`config.mk`:
```
export PLATFORM = sky130hd
export DESIGN_NAME = debounce_scan_ctrl
export DESIGN_NICKNAME = d
export VERILOG_FILES = /design/src/rtl/debounce_scan_ctrl.sv
export SDC_FILE = /design/constraint.sdc
export NUM_CORES = 1
export LEC_CHECK = 0
export ABC_CLOCK_PERIOD_IN_PS = 3650
export CORE_MARGIN = 5
export CORE_UTILIZATION = 35
export CTS_BUF_LIST = sky130_fd_sc_hd__clkbuf_16
export DETAILED_ROUTE_END_ITERATION = 10
export GPL_ROUTABILITY_DRIVEN = 0
export GPL_TIMING_DRIVEN = 1
export HOLD_SLACK_MARGIN = 0.03
export SLEW_MARGIN = 20
export SYNTH_ARGS = -nofsm -noshare
export SYNTH_HDL_FRONTEND = slang
export SYNTH_SLANG_ARGS = --single-unit
export TNS_END_PERCENT = 50
```
`constraint.sdc`:
```
create_clock -name clk -period 3.65 [get_ports clk]
set_input_delay 0.5475 -clock clk [delete_from_list [all_inputs] [get_ports clk]]
set_output_delay 0.5475 -clock clk [all_outputs]
set_load 0.02 [all_outputs]
```
`src/rtl/debounce_scan_ctrl.sv`:
```
// debounce_scan_ctrl
//   Time-multiplexed switch debouncer. A prescaler produces a sample tick
//   every TICK_DIV clocks. On each tick the controller visits the N_CH
//   synchronised switch inputs in order, one per clock. For each input it
//   updates a shared-style per-channel stability counter. When an input has
//   differed from its debounced level for STABLE_CNT consecutive scans, the
//   level flips. Each level change is offered as an event through a
//   one-entry valid/ready holding register.
// Ports
//   clk          system clock, rising edge
//   reset        asynchronous, active-low reset
//   sw_in        raw switch inputs (asynchronous to clk)
//   sw_level     debounced switch levels
//   evt_valid    event pending in the holding register
//   evt_ready    consumer accepts the event when evt_valid && evt_ready
//   evt_ch       channel index of the pending event
//   evt_press    1 = level rose (press), 0 = level fell (release)
//   overflow     sticky flag: an event was dropped because the holder was full
//   clr_overflow synchronous clear of overflow (a same-cycle set wins)
module debounce_scan_ctrl #(
  parameter int unsigned N_CH       = 4,
  parameter int unsigned TICK_DIV   = 1000,
  parameter int unsigned STABLE_CNT = 10,
  parameter int unsigned CW         = 8
) (
  input  logic                    clk,
  input  logic                    reset,
  input  logic [N_CH-1:0]         sw_in,
  output logic [N_CH-1:0]         sw_level,
  output logic                    evt_valid,
  input  logic                    evt_ready,
  output logic [$clog2(N_CH)-1:0] evt_ch,
  output logic                    evt_press,
  output logic                    overflow,
  input  logic                    clr_overflow
);

  localparam int unsigned IW = $clog2(N_CH);
  localparam int unsigned PW = $clog2(TICK_DIV);

  typedef enum logic {
    IDLE = 1'b0,
    SCAN = 1'b1
  } state_e;

  state_e          state_q, state_d;
  logic [N_CH-1:0] sync1_q, sync1_d;
  logic [N_CH-1:0] sync2_q, sync2_d;
  logic [PW-1:0]   presc_q, presc_d;
  logic [IW-1:0]   idx_q, idx_d;
  logic [CW-1:0]   cnt_q [N_CH];
  logic [CW-1:0]   cnt_d [N_CH];
  logic [N_CH-1:0] level_q, level_d;
  logic            evt_valid_q, evt_valid_d;
  logic [IW-1:0]   evt_ch_q, evt_ch_d;
  logic            evt_press_q, evt_press_d;
  logic            overflow_q, overflow_d;

  logic            tick;
  logic            new_evt;
  logic            new_press;
  logic            accept;
  logic [CW:0]     cnt_inc;

  always_comb begin
    sync1_d   = sw_in;
    sync2_d   = sync1_q;

    tick      = (presc_q == PW'(TICK_DIV - 1));
    presc_d   = tick ? '0 : presc_q + 1'b1;

    state_d   = state_q;
    idx_d     = idx_q;
    cnt_d     = cnt_q;
    level_d   = level_q;
    new_evt   = 1'b0;
    new_press = 1'b0;
    cnt_inc   = '0;

    case (state_q)
      IDLE: begin
        if (tick) begin
          state_d = SCAN;
          idx_d   = '0;
        end
      end
      SCAN: begin
        // One extra bit so the +1 compare cannot wrap for any STABLE_CNT.
        cnt_inc = {1'b0, cnt_q[idx_q]} + 1'b1;
        if (sync2_q[idx_q] == level_q[idx_q]) begin
          cnt_d[idx_q] = '0;
        end else if (cnt_inc == (CW+1)'(STABLE_CNT)) begin
          level_d[idx_q] = ~level_q[idx_q];
          cnt_d[idx_q]   = '0;
          new_evt        = 1'b1;
          new_press      = ~level_q[idx_q];
        end else begin
          cnt_d[idx_q] = cnt_inc[CW-1:0];
        end
        if (idx_q == IW'(N_CH - 1)) begin
          state_d = IDLE;
        end else begin
          idx_d = idx_q + 1'b1;
        end
      end
      default: state_d = IDLE;
    endcase
  end

  // Holding register: a slot freed by this cycle's handshake can take the
  // new event on the same edge, so back-to-back events never overflow.
  always_comb begin
    accept      = evt_valid_q & evt_ready;
    evt_valid_d = evt_valid_q;
    evt_ch_d    = evt_ch_q;
    evt_press_d = evt_press_q;
    overflow_d  = overflow_q;

    if (clr_overflow) begin
      overflow_d = 1'b0;
    end

    if (new_evt) begin
      if (!evt_valid_q || accept) begin
        evt_valid_d = 1'b1;
        evt_ch_d    = idx_q;
        evt_press_d = new_press;
      end else begin
        overflow_d = 1'b1;
      end
    end else if (accept) begin
      evt_valid_d = 1'b0;
    end
  end

  always_ff @(posedge clk or negedge reset) begin
    if (!reset) begin
      state_q     <= IDLE;
      sync1_q     <= '0;
      sync2_q     <= '0;
      presc_q     <= '0;
      idx_q       <= '0;
      for (int unsigned i = 0; i < N_CH; i++) begin
        cnt_q[i] <= '0;
      end
      level_q     <= '0;
      evt_valid_q <= 1'b0;
      evt_ch_q    <= '0;
      evt_press_q <= 1'b0;
      overflow_q  <= 1'b0;
    end else begin
      state_q     <= state_d;
      sync1_q     <= sync1_d;
      sync2_q     <= sync2_d;
      presc_q     <= presc_d;
      idx_q       <= idx_d;
      cnt_q       <= cnt_d;
      level_q     <= level_d;
      evt_valid_q <= evt_valid_d;
      evt_ch_q    <= evt_ch_d;
      evt_press_q <= evt_press_d;
      overflow_q  <= overflow_d;
    end
  end

  assign sw_level  = level_q;
  assign evt_valid = evt_valid_q;
  assign evt_ch    = evt_ch_q;
  assign evt_press = evt_press_q;
  assign overflow  = overflow_q;

endmodule

```
==> key figures, run 1 <==
Worst setup path
  – Arrival @ worst endpoint: 3.19 ns
  – Data required time at the worst endpoint: 3.85 ns
  – Maximum fanout along the worst path: 9
  – Crit path to: evt_ch[0]
  – Reg2reg end: evt_ch[0]
  – Buffer and inverter count on the worst path: 0
  – Worst-case register-to-register setup slack: 0.66 ns
  – Critical path start-end classification: flop to flop
  – Top cell family by delay on the critical path: multiplexers
  – Type of element launching the critical path: flop
  – Delay of the slowest cell on the worst path: 0.64 ns
  – Critical Path Start: idx_q[0]
  – Cell count of the worst reg-to-reg path: 7
  – Count of cell instances traversed by the critical path: 7
  – Critical-path cell list: mux4_2 -> ha_1 -> xnor2_2 -> and3b_2 -> nand4_4 -> nor4_4 -> mux2_1
  – Crit-path slowest cell: mux4_2
  – Worst R2R Start: idx_q[0]
  – Capturing element type of the critical path: flop

STA
  – Post-Route Setup TNS: 0 ns
  – Final Cycle Share: 81.79%
  – Final setup violation count: 0
  – Transition time at the pin with the least slew margin: 0.6538 ns
  – Final count of pins violating max slew: 0
  – Final-report hold violation count: 0
  – Highest achievable clock rate: 335.0 MHz
  – Final setup skew: 0.006049 ns
  – Unrepaired setup endpoints after global routing: false
  – Headroom to the max-slew limit: 56.31%
  – Final period demand of the worst path: 2.985 ns
  – Final Hold Slack: 0.2491 ns

CTS
  – Resize count post-CTS: 0
  – H-tree level count: 3
  – Hold_buf cts: 0
  – TritonCTS Buffers: 9
  – Post-CTS Repair Setup Buffers: 0
  – Num Clock Sinks: 62
  – Maximum clock path buffer count: 2
  – Skew-Pair Late Insertion Delay: 0.32 ns
  – TritonCTS clock tree: built
  – Buffer cell driving the clock tree root: clkbuf_16
  – Clock transition time at the flip-flop clock pins of the worst setup and hold paths: 0.05 ns

Global route
  – Most congested layer reported by global routing: met2
  – Residual overflow from global routing: 0
  – Global routing usage on met3: 4.915%
  – Via count of the first global-routing pass: 1965
  – Global-route usage over all layers: 12.93%
  – Antenna violations before repair: 0
  – Pin count of the biggest net entering global routing: 49
  – GR met1 Demand/Resource: 17.39%
  – First-pass GRT wire length: 10130 µm
  – Global-route track usage on met2: 19.64%

Status
  – Run status: completed

Layout
  – Ratio of cells with drive above 1 in the final layout: 18.15%
  – Sequential Area: 1551 µm²
  – Area of the multi-input gates: 1326 µm²
  – Commonest cells after routing, fill and taps aside: dfrtp_1 (62), nand2_1 (38), o31ai_1 (17)
  – Most common library cell in the layout ignoring fill and taps: dfrtp_1
  – Count of filler cells inserted in the layout: 786
  – Area grow syn2layout: 17.41%
  – Antenna diode instance count: 0
  – Total number of nets in the final design: 282

Logic synthesis
  – Basic-gate share of the synthesized area counting and, or, nand and nor cells: 13.83%
  – Mux share of post-synthesis cell area: 12.52%
  – Part of the Yosys area used for sequential elements: 52.28%
  – Average cell area after synthesis: 12.06 µm²
  – Post-Synth Adder-Cell Area: 2.951%
  – Cell count after synthesis: 246
  – Fraction of the mapped netlist area in compound gates: 11.34%
  – Synth Net Count: 261
  – Post-synthesis instance area: 2968 µm²
  – Count of different cell masters after synthesis: 47
  – Yosys warning count: 0
  – Post-synth EDFFs: 0
  – Combinational family with the most area after synthesis: simple AND/OR/NAND/NOR gates
  – XOR/XNOR share of the synthesized area: 4.047%
  – Top flip-flop cell by instance count after synthesis: dfrtp_1
  – Post-synthesis async set-or-reset flop share: 100.0%
  – Register bit total from synthesis: 62

Die
  – Die X: 102.1 µm
  – Overall die area: 10420 µm²
  – Number of rows in the core area: 33
  – Initial core utilization: 35.94%
  – Die extent in y: 102.1 µm
  – Core Footprint: 8258 µm²
  – # IOs: 17

Detailed routing
  – Via count: 1950
  – Number of routed nets with antenna violations: 0
  – Routed len/inst: 16.08 µm
  – Post-detailed-route DRC marker count: 0
  – Starting DRT DRC Count: 108
  – Vias per std cell: 5.200
  – Total Wirelength: 6030 µm
  – DRT Pass-1 Iters: 4

Place
  – Number of buffers added on ports: 16
  – Placed wire-length estimate: 4055 µm

Power and ir drop
  – Fraction of power spent switching nets: 20.92%
  – Power per cell area: 416.2 nW/µm²
  – Pint: 1.147 mW
  – Static leakage: 1.437 nW
  – Sequential cell fraction of total power: 47.8%
  – Peak supply drop: 0.3030 mV
  – Portion of total power attributed to the clock network: 50.1%
  – Net switching power figure: 0.3034 mW
  – Part of the power in combinational logic: 2.1%

Worst hold path
  – Path type of the worst min-delay path: input port to async pin

Run
  – Max-cap violation count: 0
[power by group through the flow]
| stage | logic, mW | registers (mW) | clock network [mW] |
|---|---|---|---|
| after floorplan | 0.00720 | 0.705 | 0 |
| after global placement | 0.0304 | 0.705 | 0 |
| after detailed placement | 0.0308 | 0.706 | 0 |
| after CTS | 0.0310 | 0.694 | 0.749 |
| after global routing | 0.0344 | 0.694 | 0.779 |
| final | 0.0299 | 0.694 | 0.726 |
[logic make-up after synthesis]
kind of cell               Yosys count
AOI/OAI and AO/OA                   43
adders and majority gates            7
buffers and inverters               17
DFF                                 62
muxes                               24
and+or+nand+nor                     81
xor gates and xnor gates            12
[through the flow]
step                worst slack [ns]  cell area (µm²)  total power [mW]  cells  utilization, %
finish                        0.6646             3485             1.450    375           42.20
global route                  0.5093             3485             1.507    375           42.20
CTS                           0.6637             3482             1.474    375           42.17
detailed placement            0.6788             3228            0.7364    361           39.09
global placement              0.7458             3228            0.7357    361           39.09
floorplan                     0.8338             2968            0.7124    246               -
[cells in the mapped netlist, types with 3 or more instances]
master | n | area (µm²)
inv_1 | 5 | 18.77
o31ai_1 | 17 | 127.6
a32o_1 | 4 | 40.04
nor4_1 | 5 | 31.28
mux2i_1 | 3 | 30.03
nand2_1 | 38 | 142.6
nor2_1 | 13 | 48.80
nand3_1 | 9 | 45.04
xnor2_1 | 5 | 43.79
o41ai_1 | 8 | 70.07
dfrtp_1 | 62 | 1551
xor2_1 | 5 | 43.79
mux2_2 | 9 | 101.4
clkbuf_1 | 5 | 18.77
mux2_1 | 3 | 33.78
a21oi_1 | 4 | 20.02
o21ai_0 | 3 | 15.01
mux4_2 | 8 | 180.2
ha_1 | 7 | 87.58
[metal layers]
layer  vias up  routed length (µm)
met3         6                 246
met1       968                2900
met5         -                   0
met2        28                2834
li1        948                   -
met4         0                  48
[worst register-to-register path, stage by stage (launching register included)]
cell,delay (ns)
dfrtp_1,0.44
mux4_2,0.64
ha_1,0.31
xnor2_2,0.29
and3b_2,0.26
nand4_4,0.17
nor4_4,0.40
mux2_1,0.36
[worst min-delay path by stage]
stage / endpoint / slack [ns]
floorplan: cnt_q[0] / 0.25
global placement: sync2_q[2] / 0.33
detailed placement: sync2_q[0] / 0.34
CTS: sync2_q[0] / 0.35
global route: sync1_q[2] / 0.29
finish: sync1_q[2] / 0.25
[flip-flops by register name, summed over array words and instances (netlist names), 2 cells and up]
signal / flops
cnt_q: 32
sync1_q: 4
sync2_q: 4
sw_level: 4
presc_q: 10
idx_q: 2
evt_ch: 2
[area by class of cell]
cell class                      count  share of cell area [%]
Multi-Input combinational cell    167                   38.06
Clock buffer                        9                   6.463
Sequential cell                    62                   44.52
Inverter                            5                  0.5386
Clock inverter                      5                  0.8259
Tap cell                          105                   3.770
Timing Repair Buffer               22                   5.817
No activity file was read; power rests on OpenSTA's default activity.
==> inputs of run 2 (changes only) <==
ABC_CLOCK_PERIOD_IN_PS = 3000   (was 3650)
clock period = 3 ns   (was 3.65 ns; I/O delays follow)
==> run 2 against run 1 <==
Count of clock-buffer cells in the layout did not move; sequential share of layout area is 1.3 points lower; maximum frequency increased by 6.5%; highest routed layer unchanged.
==> key figures, run 2 (synthesis results as in run 1) <==
Power and ir drop
  – Static leakage: 1.507 nW (+4.9%)
  – Overall Power: 1.933 mW (+33%)
  – Power per cell area: 538.9 nW/µm² (+29%)
  – Peak supply drop: 0.2701 mV (-11%)

Place
  – Placed wire-length estimate: 4090 µm (+0.85%)
  – Number of buffers added on ports: 16 (unchanged)
  – Total placed instance area: 3281 µm² (+1.6%)
  – Worst Setup Slack post-DPL: 0.2155 ns (-0.4633 ns)

Die
  – Core Footprint: 8258 µm² (unchanged)
  – Die X: 102.1 µm (unchanged)
  – Initial core utilization: 35.94% (unchanged)
  – # IOs: 17 (unchanged)
  – Die extent in y: 102.1 µm (unchanged)
  – Number of rows in the core area: 33 (unchanged)
  – Overall die area: 10420 µm² (unchanged)

Worst setup path
  – Data required time at the worst endpoint: 3.20 ns (-0.65 ns)
  – Worst-case register-to-register setup slack: 0.20 ns (-0.47 ns)
  – Type of element launching the critical path: flop
  – Capturing element type of the critical path: flop
  – Maximum fanout along the worst path: 15 (+6)
  – Critical path start-end classification: flop to flop
  – Arrival @ worst endpoint: 3.01 ns (-0.18 ns)

Worst hold path
  – Path type of the worst min-delay path: input port to async pin

Global route
  – Antenna violations before repair: 0 (unchanged)
  – Pin count of the biggest net entering global routing: 63 (+29%)
  – First-pass GRT wire length: 10360 µm (+2.3%)
  – Residual overflow from global routing: 0 (unchanged)
  – Global-route usage over all layers: 13.05% (+0.11 points)
  – Via count of the first global-routing pass: 2030 (+3.3%)

STA
  – Transition time at the pin with the least slew margin: 0.7744 ns (+0.1206 ns)
  – Final-report hold violation count: 0 (unchanged)
  – Final count of pins violating max slew: 0 (unchanged)
  – Unrepaired setup endpoints after global routing: false
  – Final period demand of the worst path: 2.803 ns (-0.1824 ns)
  – Headroom to the max-slew limit: 48.37% (-7.9 points)
  – Fin worst setup slack: 0.1969 ns (-0.4676 ns)
  – Highest achievable clock rate: 356.8 MHz (+6.5%)
  – Final Hold Slack: 0.2918 ns (+0.04266 ns)
  – Final setup violation count: 0 (unchanged)
  – Final Cycle Share: 93.44% (+12 points)
  – Post-Route Setup TNS: 0 ns (unchanged)
  – Final setup skew: 0.005783 ns (-0.0002667 ns)

CTS
  – Hold_buf cts: 0 (unchanged)
  – H-tree level count: 3 (unchanged)
  – Resize count post-CTS: 0 (unchanged)
  – TritonCTS Buffers: 9 (unchanged)
  – Num Clock Sinks: 62 (unchanged)
  – TritonCTS clock tree: built
  – Clock transition time at the flip-flop clock pins of the worst setup and hold paths: 0.05 ns (about the same)
  – Buffer cell driving the clock tree root: clkbuf_16
  – Post-CTS Repair Setup Buffers: 0 (unchanged)
  – Skew-Pair Late Insertion Delay: 0.32 ns (about the same)
  – Maximum clock path buffer count: 2 (unchanged)

Detailed routing
  – DRT Pass-1 Iters: 4 (unchanged)
  – Via count: 1956 (+0.31%)
  – Post-detailed-route DRC marker count: 0 (unchanged)
  – Routed len/inst: 15.70 µm (-2.3%)
  – Starting DRT DRC Count: 118 (+9.3%)
  – Number of routed nets with antenna violations: 0 (unchanged)
  – Total Wirelength: 6030 µm (unchanged)
  – Vias per std cell: 5.094 (-2.0%)

Layout
  – Largest registers ranked by flip-flop count: cnt_q (32), presc_q (10)
  – Final design area excluding fillers: 3587 µm² (+2.9%)
  – Area grow syn2layout: 20.87%
  – Max FFs per register: 32 (unchanged)
  – Ratio of cells with drive above 1 in the final layout: 20.07% (+1.9 points)
  – Largest register by flop count: cnt_q
  – Total number of nets in the final design: 289 (+2.5%)
  – Commonest cells after routing, fill and taps aside: dfrtp_1 (62), nand2_1 (38), o31ai_1 (17)
  – Antenna diode instance count: 0 (unchanged)
  – Most common library cell in the layout ignoring fill and taps: dfrtp_1

Run
  – Max-cap violation count: 0 (unchanged)

Status
  – Run status: completed
==> run 2: cell count changes in the layout (fill, tap and decap cells not counted) <==
cell,before,now
buf_4,7,13
bufinv_16,0,2
clkinvlp_4,2,0
inv_1,5,7
buf_2,0,1
==> run 2: report_power, final <==
group	total, mW	internal, mW	switching, mW	leakage, nW
Sequential	0.845	0.843	0.00144	0.834
Clock	1.05	0.713	0.339	0.159
Combinational	0.0366	0.0114	0.0252	0.514
==> run 2: final timing paths <==
path,cells past startpoint,end,start
hold / removal,2,sync1_q[2],reset
setup / recovery,7,sw_level[1],idx_q[0]
hold reg to reg,0,sync2_q[0],sync1_q[0]
setup reg to reg,7,sw_level[1],idx_q[0]
max in group asynchronous,2,sw_level[3],reset
min in group clk,0,sync2_q[0],sync1_q[0]
==> run 2: worst max-delay path: stages (launching register included) <==
cell and delay (ns):
dfrtp_1 0.41, buf_4 0.28, mux4_2 0.62, xnor2_2 0.19, and3b_2 0.23, nand4_4 0.18, nor4_1 0.39, mux2_2 0.38
==> run 2: final cells by class <==
cell class | instances | area [µm²]
well taps | 105 | 131.4
multi-input cells | 167 | 1326
clock buffers | 9 | 225.2
fillers | 788 | 4671
clock inverters | 7 | 81.33
flip-flops and latches | 62 | 1551
repair buffers | 29 | 252.7
inverters | 5 | 18.77
==> run 2: routing by layer <==
metal | global-route usage [%] | routed length (µm) | part of all wire, %
met1 | 17.59 | 2839 | 47
met2 | 19.79 | 2891 | 48
met3 | 4.505 | 244 | 4.0
met4 | 4.238 | 54 | 0.90
met5 | 0 | 0 | 0
==> run 2: metrics by stage <==
| stage | util [%] | cells |
|---|---|---|
| 6_report | 43.44 | 384 |
| 5_1_grt | 43.44 | 384 |
| 4_1_cts | 43.44 | 384 |
| 3_5_place_dp | 39.73 | 368 |
| 3_3_place_gp | 39.73 | 368 |
| 2_1_floorplan | - | 246 |
